File: config.mk
export PLATFORM = sky130hd
export DESIGN_NAME = debug_dump_ctrl
export DESIGN_NICKNAME = d
export VERILOG_FILES = /design/src/rtl/debug_dump_ctrl.sv
export SDC_FILE = /design/constraint.sdc
export NUM_CORES = 1
export LEC_CHECK = 0
export ABC_AREA = 1
export CORE_MARGIN = 2
export CORE_UTILIZATION = 39
export CTS_CLUSTER_SIZE = 30
export DETAILED_ROUTE_END_ITERATION = 8
export PLACE_DENSITY = 0.81
export SLEW_MARGIN = 20
export SYNTH_ARGS = -nofsm -noshare
export SYNTH_HDL_FRONTEND = slang
export SYNTH_SLANG_ARGS = --single-unit
export TNS_END_PERCENT = 50
File: constraint.sdc
create_clock -name clk -period 2.1 [get_ports clk]
set_input_delay 0.42 -clock clk [delete_from_list [all_inputs] [get_ports clk]]
set_output_delay 0.42 -clock clk [all_outputs]
set_load 0.1 [all_outputs]
File: src/rtl/debug_dump_ctrl.sv
// ---------------------------------------------------------------------------
// debug_dump_ctrl
//
// Post-halt state dump sequencer for the debug unit. After a start request
// it streams the current PC, every register-bank entry (R0..R(BANK_SIZE-1))
// and a window of data-memory words (DM[0]..DM[DM_WORDS-1]) to the UART TX
// path, one word per start/done handshake.
//
// Ports:
//   clk, rst    : system clock, synchronous active-high reset
//   start       : one-cycle request to begin a dump (ignored while busy)
//   current_pc  : PC value from the pipeline
//   RB_Data     : register-bank read data for RB_Addr
//   DM_Data     : data-memory read data for DM_Addr
//   tx_done     : UART finished sending the current word
//   RB_Addr     : register-bank read address (debug side)
//   DM_Addr     : data-memory byte address, word aligned (debug side)
//   tx_start    : one-cycle pulse requesting transmission of tx_Data
//   tx_Data     : word to transmit, zero-extended/truncated to NBITS
//   busy        : high while a dump is in progress (including FINISH)
//   done        : one-cycle pulse after the last word has been sent
// ---------------------------------------------------------------------------
module debug_dump_ctrl #(
    parameter int IM_ADDR_LENGTH = 32,
    parameter int RBITS          = 5,
    parameter int BANK_SIZE      = 32,
    parameter int REG_WIDTH      = 32,
    parameter int DM_ADDR_LENGTH = 32,
    parameter int DATA_WIDTH     = 32,
    parameter int DM_WORDS       = 16,
    parameter int NBITS          = 32
) (
    input  logic                      clk,
    input  logic                      rst,
    input  logic                      start,
    input  logic [IM_ADDR_LENGTH-1:0] current_pc,
    input  logic [REG_WIDTH-1:0]      RB_Data,
    input  logic [DATA_WIDTH-1:0]     DM_Data,
    input  logic                      tx_done,
    output logic [RBITS-1:0]          RB_Addr,
    output logic [DM_ADDR_LENGTH-1:0] DM_Addr,
    output logic                      tx_start,
    output logic [NBITS-1:0]          tx_Data,
    output logic                      busy,
    output logic                      done
);

    localparam int MAX_CNT = (BANK_SIZE > DM_WORDS) ? BANK_SIZE : DM_WORDS;
    localparam int IDX_W   = (MAX_CNT > 1) ? $clog2(MAX_CNT) : 1;

    localparam logic [IDX_W-1:0] LAST_REG = IDX_W'((BANK_SIZE > 0) ? BANK_SIZE - 1 : 0);
    localparam logic [IDX_W-1:0] LAST_MEM = IDX_W'((DM_WORDS > 0) ? DM_WORDS - 1 : 0);

    typedef enum logic [2:0] {
        S_IDLE,
        S_ADDR,
        S_LATCH,
        S_SEND,
        S_WAIT,
        S_FINISH
    } state_t;

    typedef enum logic [1:0] {
        PH_PC,
        PH_REG,
        PH_MEM
    } phase_t;

    state_t           state, state_n;
    phase_t           phase, phase_n;
    logic [IDX_W-1:0] index, index_n;

    // State register
    always_ff @(posedge clk) begin
        if (rst) begin
            state <= S_IDLE;
            phase <= PH_PC;
            index <= '0;
        end else begin
            state <= state_n;
            phase <= phase_n;
            index <= index_n;
        end
    end

    // Next-state logic; tx_done is only looked at in S_WAIT
    always_comb begin
        state_n = state;
        phase_n = phase;
        index_n = index;
        unique case (state)
            S_IDLE: begin
                if (start) begin
                    state_n = S_ADDR;
                    phase_n = PH_PC;
                    index_n = '0;
                end
            end
            S_ADDR:  state_n = S_LATCH;
            S_LATCH: state_n = S_SEND;
            S_SEND:  state_n = S_WAIT;
            S_WAIT: begin
                if (tx_done) begin
                    unique case (phase)
                        PH_PC: begin
                            phase_n = PH_REG;
                            index_n = '0;
                            state_n = S_ADDR;
                        end
                        PH_REG: begin
                            if (index != LAST_REG) begin
                                index_n = index + IDX_W'(1);
                                state_n = S_ADDR;
                            end else if (DM_WORDS > 0) begin
                                phase_n = PH_MEM;
                                index_n = '0;
                                state_n = S_ADDR;
                            end else begin
                                state_n = S_FINISH;
                            end
                        end
                        PH_MEM: begin
                            if (index != LAST_MEM) begin
                                index_n = index + IDX_W'(1);
                                state_n = S_ADDR;
                            end else begin
                                state_n = S_FINISH;
                            end
                        end
                        default: state_n = S_FINISH;
                    endcase
                end
            end
            S_FINISH: state_n = S_IDLE;
            default:  state_n = S_IDLE;
        endcase
    end

    // Outputs decoded from the current state
    always_comb begin
        tx_start = (state == S_SEND);
        done     = (state == S_FINISH);
        busy     = (state != S_IDLE);
    end

    // Address and data registers. The debug addresses are loaded on the edge
    // that enters S_ADDR, so they are already stable for the whole S_ADDR
    // cycle; a memory with one cycle of read latency then presents its data
    // during S_LATCH, where it is captured. Addresses hold until the next
    // entry into S_ADDR for their phase.
    always_ff @(posedge clk) begin
        if (rst) begin
            RB_Addr <= '0;
            DM_Addr <= '0;
            tx_Data <= '0;
        end else begin
            if (state_n == S_ADDR && phase_n == PH_REG) begin
                RB_Addr <= RBITS'(index_n);
            end
            if (state_n == S_ADDR && phase_n == PH_MEM) begin
                DM_Addr <= DM_ADDR_LENGTH'({index_n, 2'b00});
            end
            if (state == S_LATCH) begin
                unique case (phase)
                    PH_PC:   tx_Data <= NBITS'(current_pc);
                    PH_REG:  tx_Data <= NBITS'(RB_Data);
                    PH_MEM:  tx_Data <= NBITS'(DM_Data);
                    default: tx_Data <= tx_Data;
                endcase
            end
        end
    end

endmodule

==> results.ini <==
[routing]
drc_errors=0
num_vias=3395
ant_nets=0
drt_iter0_drc=136
detail_route.wirelength_um=8880
vias_per_cell=4.82
routedWlPerCell_um=12.6
dr.pass1.iters=4

[global_route]
grt-ovfl-total=0
grt_pass1_vias=3107
antenna_found_initial=0
grt_first_pass_wirelength_um=13800
grt.total_usage_pct=20.0
grt_max_degree=65

[clocking]
cts.clk_slew.worst_paths_ps=100
h-tree-depth=2
numCtsBuffers=5
cts_tree=yes
clock-sinks=52
cts-root-buf=clkbuf_8
insertion_delay_ps=310
cts_max_path_buffers=2

[synthesis]
yosysWarnings=0
avgSynthCellArea_um2=6.56
yosysUniqueCellTypes=24
netlist_instances=467
yosysSeqAreaShare_pct=34.0
syn_area_um2=3060
ys_ff_latch=52

[worst_setup_path]
cp.required_ps=2340
max_stage_delay_ps=390
worstSetupStartpointType=register
path_cells=ha_4, nand3_2, inv_2, ha_2, inv_1, nand2_2, nand2_1, nor2_2, nor2_1, nor2_4, nand3_4, nand2_1, nand2_1, nor2_1
r2r-end=DM_Addr[6]$_SDFFE_PP0P_
reg2regPathDepth=14
crit_fanout=5
cp.arrival_ps=2150
cpMaxStageDelayCell=dfxtp_2
crit_type=reg2reg
cp-end-kind=register
reg2reg_slack_ps=190
rr_startpoint=index[1]$_SDFF_PP0_
crit_top_cell=nand2_1

[placement]
place_congestion=0.917
io_buffers=144
post-place-ws_ps=86.0
hpwlAfterDp_um=6780

[power]
vdd_drop_max_mv=0.268
p_sw_uw=1250
p_int_uw=1640
switching_share_pct=43.2
comb_power_share_pct=41.3
power_density_nw_per_um2=631
p_clk_share_pct=21.0
p_leak_uw=0.00193
p_seq_share_pct=37.7

[finish]
drive_gt1_share_pct=14.6
utilization_pct=59.6
n_antenna_cell=0
final_net_count=709
area_delta_synth_final_pct=49.4

[timing]
slew_violations=0
period_needed_ps=1910
setup_violations=0
clock_skew_ps=11.8
fin_ws_ps=191
tns_ps=0
fmax_mhz=524
rsz0062_at_grt=false
min_period_over_period_pct=90.9
finalHoldViolations=0

[hold_path]
min_to=RB_Addr[1]$_SDFFE_PP0P_
hp-class=reg2reg
worstHoldStart=RB_Addr[1]$_SDFFE_PP0P_
hold-path-cell-count=4

[die]
rows=32
start_util_pct=39.9
die_h_um=92.6
die_w_um=92.6
io_pins=172
die-area_um2=8580
core_um2=7690

[flow_run]
maxCapViolCount=0

[outcome]
status=finished clean

==> routing by layer <==
layer / share of wire [%] / up-vias / global-route usage [%]
met2: 50 / 150 / 35.9
met1: 40 / 1484 / 22.6
li1: - / 1738 / -
met4: 2.8 / 0 / 7.84
met5: 0 / - / 0
met3: 7.0 / 23 / 5.21
==> worst max path at each step <==
stage	slack [ps]	cells after the start	endpoint	start
after floorplan	360	2	done	state[2]$_SDFF_PP0_
after global placement	150	10	DM_Addr[6]$_SDFFE_PP0P_	tx_done
after detailed placement	90	14	DM_Addr[6]$_SDFFE_PP0P_	index[0]$_SDFF_PP0_
after CTS	50	14	DM_Addr[6]$_SDFFE_PP0P_	index[0]$_SDFF_PP0_
after global routing	20	14	DM_Addr[6]$_SDFFE_PP0P_	index[1]$_SDFF_PP0_
final	190	14	DM_Addr[6]$_SDFFE_PP0P_	index[1]$_SDFF_PP0_
==> layout by cell type, fill, tap and decap left out, drive strengths merged <==
cell	n
buf	54
nor2	34
conb	27
a21oi	42
clkbuf	8
clkdlybuf4s50	99
inv	34
o211ai	3
and2	1
dfxtp	52
nand4	1
ha	8
nand2	121
o21ai	67
nand3	51
==> synth_stat cells <==
cell      instances  area share [%]
conb_1            1            0.12
o211ai_1          3            0.73
inv_2             5            0.61
buf_4            27             6.6
a21oi_2           1            0.29
nor2_1           29             3.6
ha_1              8             3.3
inv_1            29             3.6
nor2_4            3             1.1
nor2_2            2            0.41
buf_1             4            0.49
dfxtp_1          52              34
o21ai_1          13             2.1
nand4_1           1            0.20
nand3_4           2             1.1
nand2_2           3            0.61
clkbuf_1         13             1.6
nand2_1         118              14
o21ai_2           1            0.29
a21oi_1          41             6.7
buf_2             9             1.5
nand3_1          48             7.8
o21ai_0          53             8.7
and2_1            1            0.20
==> per-stage QoR <==
step	instances	area, um^2	hold WS [ps]	total power (uW)
after floorplan	493	3160	495	1990
after global placement	694	4440	499	2300
after detailed placement	694	4440	508	2300
after CTS	702	4530	527	2900
after global routing	704	4580	548	2990
final	704	4580	524	2890
==> power by group through the flow <==
stage / sequential, uW / clock (uW) / combinational [uW]
6_report: 1090 / 606 / 1190
5_1_grt: 1100 / 655 / 1240
4_1_cts: 1090 / 621 / 1190
3_5_place_dp: 1110 / 0 / 1190
3_3_place_gp: 1110 / 0 / 1180
2_1_floorplan: 1540 / 0 / 446
==> layout make-up <==
class                   count  area [um^2]
multi-input cells         355         1730
repair buffers            153         1460
flip-flops and latches     52         1050
clock buffers               8         90.1
inverters                  34          128
well taps                 102          128
fillers                   713         3110
==> sequential cells by signal, indices dropped and copies added, names as in the netlist <==
signal and count:
RB_Addr 5, index 5, DM_Addr 5, state 3, tx_Data 32, phase 2
==> critical path: cells and delay by family, from the launching register on <==
| family | cells | cell delay, ps |
|---|---|---|
| adder cells (fa/ha/maj) | 2 | 340 |
| buffers and inverters | 2 | 140 |
| flip-flops | 1 | 390 |
| AND/OR/NAND/NOR | 10 | 980 |
==> kinds of logic after synthesis <==
logic type               Yosys count  synth area share [%]
buffers and inverters             87                  14.3
AND/OR/NAND/NOR                  207                  29.5
adder cells (fa/ha/maj)            8                  3.27
AO/OA/AOI/OAI                    112                  18.8
other                              1                 0.122
flip-flops                        52                  34.0
==> repair_timing <==
action | in CTS | in global routing
hold buffers | 0 | 0
endpoints found under the setup margin | 0 | 10
setup buffers | 0 | 1
resized for setup | 0 | 10
Note: power is estimated with default switching activity, not from simulation.
==> variant: new RTL, same flow settings <==
Add an input register stage for `start`, `current_pc`, `RB_Data`, `DM_Data` and `tx_done`, without a reset; this delays them by one clock. Comments in the files are not updated.
--- a/src/rtl/debug_dump_ctrl.sv
+++ b/src/rtl/debug_dump_ctrl.sv
@@ -66,6 +66,20 @@
         PH_MEM
     } phase_t;
 
+    logic start_q;
+    logic [IM_ADDR_LENGTH-1:0] current_pc_q;
+    logic [REG_WIDTH-1:0] RB_Data_q;
+    logic [DATA_WIDTH-1:0] DM_Data_q;
+    logic tx_done_q;
+
+    always_ff @(posedge clk) begin
+        start_q      <= start;
+        current_pc_q <= current_pc;
+        RB_Data_q    <= RB_Data;
+        DM_Data_q    <= DM_Data;
+        tx_done_q    <= tx_done;
+    end
+
     state_t           state, state_n;
     phase_t           phase, phase_n;
     logic [IDX_W-1:0] index, index_n;
@@ -90,7 +104,7 @@
         index_n = index;
         unique case (state)
             S_IDLE: begin
-                if (start) begin
+                if (start_q) begin
                     state_n = S_ADDR;
                     phase_n = PH_PC;
                     index_n = '0;
@@ -100,7 +114,7 @@
             S_LATCH: state_n = S_SEND;
             S_SEND:  state_n = S_WAIT;
             S_WAIT: begin
-                if (tx_done) begin
+                if (tx_done_q) begin
                     unique case (phase)
                         PH_PC: begin
                             phase_n = PH_REG;
@@ -162,9 +176,9 @@
             end
             if (state == S_LATCH) begin
                 unique case (phase)
-                    PH_PC:   tx_Data <= NBITS'(current_pc);
-                    PH_REG:  tx_Data <= NBITS'(RB_Data);
-                    PH_MEM:  tx_Data <= NBITS'(DM_Data);
+                    PH_PC:   tx_Data <= NBITS'(current_pc_q);
+                    PH_REG:  tx_Data <= NBITS'(RB_Data_q);
+                    PH_MEM:  tx_Data <= NBITS'(DM_Data_q);
                     default: tx_Data <= tx_Data;
                 endcase
             end
Behaviour: not the same (a bounded check fails within 4 cycles, from zero or initial values and one cycle with rst high).
==> variant against the unedited design <==
Final area rose by 57%; non-clock buffer count is 2 higher; worst hold slack got worse by 72 ps; area after synthesis up 67%; sequential cell count up 98; setup slack is essentially flat; power increased to 2.6 times the old value; clock power grew to 4.7 times the old value; largest power group is now registers; sequential power grew to 2.8 times the old value; fmax about the same; wire length is 33% higher; global-route usage decreased by 2.6 points.
==> variant: results (changes against the unedited design) <==
| Metric | Value |
|---|---|
| Run status | `finished clean` |
| Routed wl met3 | `908 um (+47%)` |
| Number of vias after detailed routing | `4177 (+23%)` |
| Max IR drop VDD | `0.000628 V (+130%)` |
| Number of global-route vias before repair | `4065 (+31%)` |
| Avg Cell Area, Syn | `8.93 um^2 (+36%)` |
| Share of the core filled with cells | `0.566 (-0.0299)` |
| Worst R2R End | `DM_Addr[2]$_SDFFE_PP0P_` |
| Total placed cells including tap cells | `871 (+26%)` |
| Detailed Route WL | `11800 um (+33%)` |
| Buffer cell driving the clock tree root | `sky130_fd_sc_hd__clkbuf_16` |
| Min Tclk post-route | `1910 ps (-0.121 ps)` |
| Setup clock skew after layout | `7.61 ps (-4.18 ps)` |
| GRT Overall Usage | `0.174 (-0.0259)` |
| Filler cell count in the final layout | `1126 (+58%)` |
| Most instantiated cells after synthesis | `sky130_fd_sc_hd__dfxtp_1, sky130_fd_sc_hd__nand2_1, sky130_fd_sc_hd__o21ai_0, sky130_fd_sc_hd__nand3_1, sky130_fd_sc_hd__nor2_1` |
| Net count reported at finish | `828 (+17%)` |
| Fraction of final layout cells with drive strength greater than 1 | `0.169 (+0.0230)` |
| Number of buffers created by CTS | `17 (+12)` |
| Fin Hold WS | `451 ps (-72.5 ps)` |
| 1st-iter DRT viols | `244 (+79%)` |
| Met2 track demand over resource | `0.298 (-0.0607)` |
| Number of non-filler instances in the completed layout | `905 (+29%)` |
| Wire length on met1 | `4820 um (+34%)` |
| Insertion delay to the later sink of the worst-skew pair | `410 ps (+100 ps)` |
==> variant: changes by cell type in the layout (fill, tap and decap cells not counted), sizes merged, moves of 2 or more <==
cell      change
a21oi         -8
clkbuf        +9
clkinvlp      +2
nand2         -3
nor2         +11
nand3b        +2
nand4         +5
buf           +2
inv           -2
nand3         +6
clkinv        +6
o21ai         +5
dfxtp        +98
o211ai        -3
==> variant: worst min-delay path by stage <==
stage / startpoint / end / depth (start not counted)
final: RB_Data[6] / RB_Data_q[6]$_DFF_P_ / 1
after global routing: DM_Data[28] / DM_Data_q[28]$_DFF_P_ / 1
after CTS: DM_Data[10] / DM_Data_q[10]$_DFF_P_ / 1
after global placement: RB_Addr[3]$_SDFFE_PP0P_ / RB_Addr[3]$_SDFFE_PP0P_ / 2
after floorplan: DM_Data[0] / DM_Data_q[0]$_DFF_P_ / 0
after detailed placement: DM_Addr[4]$_SDFFE_PP0P_ / DM_Addr[4]$_SDFFE_PP0P_ / 2
==> variant: layout make-up <==
class / count / area share
clock inverter: 15 / 0.0200
timing repair buffer: 155 / 0.205
tap: 172 / 0.0299
sequential: 150 / 0.418
clock buffer: 17 / 0.0591
inverter: 26 / 0.0136
multi-input combinational: 370 / 0.255
==> variant: worst max-delay path, stage by stage (launching register included) <==
cell	delay, ps
sky130_fd_sc_hd__dfxtp_2	350
sky130_fd_sc_hd__ha_2	190
sky130_fd_sc_hd__nand2_2	70
sky130_fd_sc_hd__nor2_4	130
sky130_fd_sc_hd__ha_2	180
sky130_fd_sc_hd__inv_1	50
sky130_fd_sc_hd__nand2_2	110
sky130_fd_sc_hd__nand2_1	70
sky130_fd_sc_hd__nor2_1	90
sky130_fd_sc_hd__nor2_1	70
sky130_fd_sc_hd__nor2_4	150
sky130_fd_sc_hd__nand2_2	80
sky130_fd_sc_hd__nor2_4	140
sky130_fd_sc_hd__nor2_1	60
sky130_fd_sc_hd__nor2_1	90
==> variant: kinds of logic after synthesis <==
logic type / after synthesis / synth area share
buffers and inverters: 80 / 0.0817
AND/OR/NAND/NOR: 229 / 0.208
flip-flops: 150 / 0.586
adder cells (fa/ha/maj): 8 / 0.0195
AO/OA/AOI/OAI: 106 / 0.104
other: 1 / 0.000731
==> variant: timing repair <==
item                                    4_1_cts  5_1_grt
endpoints found under the setup margin        0       10
buffers inserted                              0        2
resized for setup                             0        8
==> variant: power by group through the flow <==
stage | clock network, W | registers [W] | logic [W]
2_1_floorplan | 0 | 0.00369 | 0.000538
5_1_grt | 0.00308 | 0.00312 | 0.00151
3_3_place_gp | 0 | 0.00316 | 0.00143
3_5_place_dp | 0 | 0.00316 | 0.00144
4_1_cts | 0.00293 | 0.00310 | 0.00145
6_report | 0.00287 | 0.00310 | 0.00144
